### config.mk
export PLATFORM = sky130hd
export DESIGN_NAME = hamming_encoder_tx
export DESIGN_NICKNAME = d
export VERILOG_FILES = /design/src/rtl/hamming_pkg.sv /design/src/rtl/hamming_encode_core.sv /design/src/rtl/hamming_encoder_tx.sv
export SDC_FILE = /design/constraint.sdc
export NUM_CORES = 1
export LEC_CHECK = 0
export CORE_MARGIN = 2
export CORE_UTILIZATION = 46
export CTS_CLUSTER_SIZE = 20
export DETAILED_ROUTE_END_ITERATION = 12
export PLACE_DENSITY = 0.82
export SLEW_MARGIN = 25
export SYNTH_ARGS = -nofsm -noshare
export SYNTH_HDL_FRONTEND = slang
export SYNTH_SLANG_ARGS = --single-unit
### constraint.sdc
create_clock -name clk -period 1.71 [get_ports clk]
set_clock_uncertainty 0.2 [all_clocks]
set_input_delay 0.342 -clock clk [delete_from_list [all_inputs] [get_ports clk]]
set_output_delay 0.342 -clock clk [all_outputs]
set_load 0.02 [all_outputs]
### src/rtl/hamming_pkg.sv
// Shared Hamming(7,4) definitions: transmitter state encoding and codeword bit positions.
// Used by the encoder and the matching decoder.
package hamming_pkg;

  localparam int unsigned CwW = 7;

  // Data bits d0..d3 and parity bits p0..p2 within the 7-bit codeword.
  localparam int unsigned DataPos0 = 2;
  localparam int unsigned DataPos1 = 4;
  localparam int unsigned DataPos2 = 5;
  localparam int unsigned DataPos3 = 6;
  localparam int unsigned ParPos0  = 0;
  localparam int unsigned ParPos1  = 1;
  localparam int unsigned ParPos2  = 3;

  typedef enum logic [1:0] {
    StIdle,
    StStart,
    StData,
    StStop
  } tx_state_e;

  // Syndrome value equals the 1-based position of a single flipped bit.
  function automatic logic [2:0] hamming_syndrome(logic [CwW-1:0] cw);
    return {cw[3] ^ cw[4] ^ cw[5] ^ cw[6],
            cw[1] ^ cw[2] ^ cw[5] ^ cw[6],
            cw[0] ^ cw[2] ^ cw[4] ^ cw[6]};
  endfunction

endpackage

### src/rtl/hamming_encode_core.sv
// Combinational Hamming(7,4) encoder: nibble in, 7-bit codeword out.
module hamming_encode_core
  import hamming_pkg::*;
(
  input  logic [3:0]     data_i,
  output logic [CwW-1:0] code_o
);

  always_comb begin
    code_o           = '0;
    code_o[DataPos0] = data_i[0];
    code_o[DataPos1] = data_i[1];
    code_o[DataPos2] = data_i[2];
    code_o[DataPos3] = data_i[3];
    code_o[ParPos0]  = data_i[0] ^ data_i[1] ^ data_i[3];
    code_o[ParPos1]  = data_i[0] ^ data_i[2] ^ data_i[3];
    code_o[ParPos2]  = data_i[1] ^ data_i[2] ^ data_i[3];
  end

endmodule

### src/rtl/hamming_encoder_tx.sv
// Hamming(7,4) serial transmitter: start bit, 7 codeword bits LSB first, stop bit.
// Define HAMMING_ERR_INJECT_EN to add the inject_pos single-bit error injection port.
module hamming_encoder_tx
  import hamming_pkg::*;
#(
  parameter int unsigned CLKS_PER_BIT = 4
) (
  input  logic           clk,
  input  logic           rst,
`ifdef HAMMING_ERR_INJECT_EN
  input  logic [2:0]     inject_pos,
`endif
  input  logic [3:0]     in_data,
  input  logic           in_valid,
  output logic           in_ready,
  output logic           tx,
  output logic           busy,
  output logic [CwW-1:0] codeword
);

  localparam int unsigned CntW = (CLKS_PER_BIT > 1) ? $clog2(CLKS_PER_BIT) : 1;
  localparam logic [CntW-1:0] CntMax = CntW'(CLKS_PER_BIT - 1);

  tx_state_e       state_q, state_d;
  logic [CntW-1:0] cnt_q, cnt_d;
  logic [2:0]      bit_idx_q, bit_idx_d;
  logic [CwW-1:0]  codeword_q, codeword_d;
  logic            tx_q, tx_d;
  logic            busy_q, busy_d;
  logic            ready_q;
  logic [CwW-1:0]  clean_cw;
  logic [CwW-1:0]  enc_cw;

  hamming_encode_core u_core (
    .data_i (in_data),
    .code_o (clean_cw)
  );

`ifdef HAMMING_ERR_INJECT_EN
  always_comb begin
    enc_cw = clean_cw;
    if (inject_pos != 3'd0) begin
      enc_cw = clean_cw ^ (7'b1 << (inject_pos - 3'd1));
    end
  end
`else
  assign enc_cw = clean_cw;
`endif

  // ready_q keeps in_ready low until the first edge after reset release.
  assign in_ready = ready_q && (state_q == StIdle);
  assign tx       = tx_q;
  assign busy     = busy_q;
  assign codeword = codeword_q;

  always_comb begin
    state_d    = state_q;
    cnt_d      = cnt_q;
    bit_idx_d  = bit_idx_q;
    codeword_d = codeword_q;
    tx_d       = tx_q;
    busy_d     = busy_q;
    unique case (state_q)
      StIdle: begin
        if (in_valid && in_ready) begin
          state_d    = StStart;
          cnt_d      = '0;
          bit_idx_d  = 3'd0;
          codeword_d = enc_cw;
          tx_d       = 1'b0;
          busy_d     = 1'b1;
        end
      end
      StStart: begin
        if (cnt_q == CntMax) begin
          state_d = StData;
          cnt_d   = '0;
          tx_d    = codeword_q[0];
        end else begin
          cnt_d = cnt_q + CntW'(1);
        end
      end
      StData: begin
        if (cnt_q == CntMax) begin
          cnt_d = '0;
          if (bit_idx_q == 3'd6) begin
            state_d = StStop;
            tx_d    = 1'b1;
          end else begin
            bit_idx_d = bit_idx_q + 3'd1;
            tx_d      = codeword_q[bit_idx_q + 3'd1];
          end
        end else begin
          cnt_d = cnt_q + CntW'(1);
        end
      end
      StStop: begin
        if (cnt_q == CntMax) begin
          state_d   = StIdle;
          cnt_d     = '0;
          bit_idx_d = 3'd0;
          busy_d    = 1'b0;
        end else begin
          cnt_d = cnt_q + CntW'(1);
        end
      end
      default: state_d = StIdle;
    endcase
  end

  always_ff @(posedge clk or posedge rst) begin
    if (rst) begin
      state_q    <= StIdle;
      cnt_q      <= '0;
      bit_idx_q  <= 3'd0;
      codeword_q <= '0;
      tx_q       <= 1'b1;
      busy_q     <= 1'b0;
      ready_q    <= 1'b0;
    end else begin
      state_q    <= state_d;
      cnt_q      <= cnt_d;
      bit_idx_q  <= bit_idx_d;
      codeword_q <= codeword_d;
      tx_q       <= tx_d;
      busy_q     <= busy_d;
      ready_q    <= 1'b1;
    end
  end

endmodule

==> metrics.md <==
| Metric | Value |
|---|---|
| Critical path cell sequence | `inv_2 -> buf_6 -> ha_4 -> or2_1 -> a211oi_2 -> buf_4 -> nand4_1 -> o221ai_2` |
| Crit. End Element | `flop` |
| CP arrival | `1920 ps` |
| Post-synth top area cell | `dfrtp_1` |
| Area contributors post-synth | `dfrtp_1 (39%), ha_1 (11%), mux2_2 (4.4%)` |
| CTS sink cnt | `17` |
| Die Height | `51.4 um` |
| Post-synth net total | `113` |
| Failing checks | `setup timing` |
| I/O Buffers | `16` |
| CTS Buf Count | `3` |
| Final setup vio count | `7` |
| Pin count of the biggest net entering global routing | `11` |
| H-tree Lvls | `1` |
| Final Core Density | `71.2%` |
| PD cells | `1870 nW/um2` |
| Synth Area in Adders | `10.9%` |
| Post-synthesis mux area share | `9.44%` |
| Final Hold Viols | `0` |
| Post-Syn Area | `1030 um2` |
| Routed vias | `944` |
| Post-synthesis compound-gate area fraction | `18.6%` |
| Synth top area share | `38.7%` |
| Worst min-delay path class | `input port to async pin` |
| Vias in the first global route | `959` |
| Post-Synth Simple-Gate Area | `10.4%` |
| Post-synth cell types | `40` |
| CTS tree | `done` |
| Startpoint Class | `flop` |
| IO Pins | `17` |
| Maximum VDD drop | `0.00122 V` |
| Async set-reset flop share out of synthesis | `100%` |
| Clock Latency Late Sink | `310 ps` |
| YS warnings | `0` |
| Largest family of logic cells by synthesized area | `compound AO/OA/AOI/OAI gates` |
| Vias per Instance | `5.52` |
| Synth Area in XOR/XNOR | `4.24%` |
| Gpl congestion | `0.833` |
| Row count | `17` |
| Final Cycle Share | `110%` |
| DR DRC count | `0` |
| #FFs+latches synth | `17` |
| Die Area | `2640 um2` |
| Setup CP Type | `flop to flop` |
| RSZ-0062 raised after global routing | `yes` |
| Initial antenna violation count | `0` |
| CTS Root Cell | `clkbuf_4` |
| Fmax | `534 MHz` |
| Final antenna diode count | `0` |
| Multi-input combinational cell area | `649 um2` |
| Post-synth EDFFs | `0` |
| Drt first pass iters | `4` |
| Post-Route WL | `2990 um` |
| Max cap viols | `0` |
| Mapped Cells | `97` |
| Tmin final | `1870 ps` |
| Total grt overflow | `0` |
| Max Slew Vio Count | `0` |
| Syn avg cell area | `10.7 um2` |
| Tot Pwr | `0.00289 W` |
| Lkg Pwr | `0.702 nW` |
| DP Wirelength | `1880 um` |
| Share of cells above drive strength 1 | `42.7%` |
| Required @ worst endpoint | `1750 ps` |
| Filler instances | `144` |
| Layout area overhead | `49.4%` |
| Layout net count | `160` |
| GRT Util Overall | `25.0%` |
| Starting density of the core | `47.6%` |
| Clk buf depth | `2` |
| Reg clk slew, reported paths | `110 ps` |
| Setup WS post-layout | `-163 ps` |
| Sequential share of the synthesized area | `41.3%` |
| Die W | `51.4 um` |
| Ys flop type | `dfrtp_1` |
| Storage cell area | `428 um2` |
| Initial drt markers | `24` |
| Core area | `2170 um2` |
| Hold buffer count at CTS | `0` |
| Routed WL per cell | `17.5 um` |
| Routed Antenna Nets | `0` |
| CP max stage delay | `400 ps` |
| Crit-path slowest cell | `dfrtp_1` |
| First-pass GRT wire length | `4730 um` |
| Outcome | `finished, violations left` |
| Max FO, Critical Path | `3` |
-- routing by layer --
metal	wire length, um	track usage (%)
met5	0	0
met4	78	11.0
met1	1220	32.3
met3	180	5.56
met2	1510	40.2
-- flip-flops by register name (all words and copies together) (netlist names) --
name       count
ready_q        1
bit_idx_q      3
tx             1
state_q        2
codeword       7
busy           1
cnt_q          2
-- cell families after synthesis --
logic type               count (synthesis)
adder cells (fa/ha/maj)                  9
multiplexers                             8
XOR/XNOR                                 5
AO/OA/AOI/OAI                           26
flip-flops                              17
AND/OR/NAND/NOR                         21
buffers and inverters                   10
other                                    1
-- report_power, final --
part           total [W]  switching, W  internal, W
sequential      0.000714      0.000144     0.000570
combinational    0.00194      0.000978     0.000967
clock           0.000236      0.000149    0.0000876
-- cells in the mapped netlist (2+ instances only) --
library cell and n:
dfrtp_1 16, mux2i_1 3, xor2_1 2, nor2_1 3, ha_1 9, a22o_1 2
o31ai_1 2, nand2_1 7, inv_1 8, nand3_1 2, mux2_2 4, o21ai_0 8
nand4_1 2, xnor2_1 3
-- layout make-up --
| cell class | count | share of cell area, % |
|---|---|---|
| inverter | 8 | 1.94 |
| clock buffer | 3 | 1.46 |
| clock inverter | 1 | 0.324 |
| sequential | 17 | 27.7 |
| tap | 28 | 2.27 |
| multi-input combinational | 70 | 42.1 |
| timing repair buffer | 44 | 24.2 |
-- repair_timing --
item / in CTS / in global routing
resized for setup: 29 / 9
setup endpoints to repair: 16 / 11
pin swaps: 10 / 6
hold endpoints to repair: 0 / 0
setup buffers: 6 / 1
-- cells in the final DEF (no fill, tap or decap), drive strengths merged, types with 2 or more instances in the layout --
cell type,n
buf,29
dfrtp,16
o21ai,9
ha,9
dlygate4sd2,8
inv,8
nand2,7
clkdlybuf4s50,6
mux2,4
mux2i,3
xnor2,3
clkbuf,3
nor2,3
o31ai,2
xor2,2
nand4,2
nand3,2
a22o,2
a221oi,2
-- worst paths after layout --
path / to / slack, ps / cells past startpoint / from
max reg2reg: tx / -160 / 8 / state_q[1]
max: tx / -160 / 8 / state_q[1]
max in group asynchronous: tx / 880 / 3 / rst
min: state_q[1] / 0.6 / 2 / rst
min in group clk: cnt_q[1] / 300 / 2 / cnt_q[1]
min reg2reg: cnt_q[1] / 300 / 2 / cnt_q[1]
-- worst max-delay path: cells and delay by family, from the launching register on --
kind                     cells  cell delay, ps
adder cells (fa/ha/maj)      1             140
flip-flops                   1             400
buffers and inverters        3             350
AO/OA/AOI/OAI                2             350
AND/OR/NAND/NOR              2             350
-- metrics by stage --
step / cell area (um2) / cells / worst slack (ps) / TNS [ps] / hold slack, ps
6_report: 1540 / 171 / -163 / -629 / 0.612
2_1_floorplan: 1050 / 97 / -37.7 / -37.7 / 67.3
5_1_grt: 1540 / 171 / -243 / -1040 / 32.2
4_1_cts: 1510 / 171 / -169 / -542 / 7.76
3_5_place_dp: 1400 / 161 / -298 / -1680 / 285
3_3_place_gp: 1400 / 161 / -209 / -1160 / 269
No activity file was read; power rests on OpenSTA's default activity.
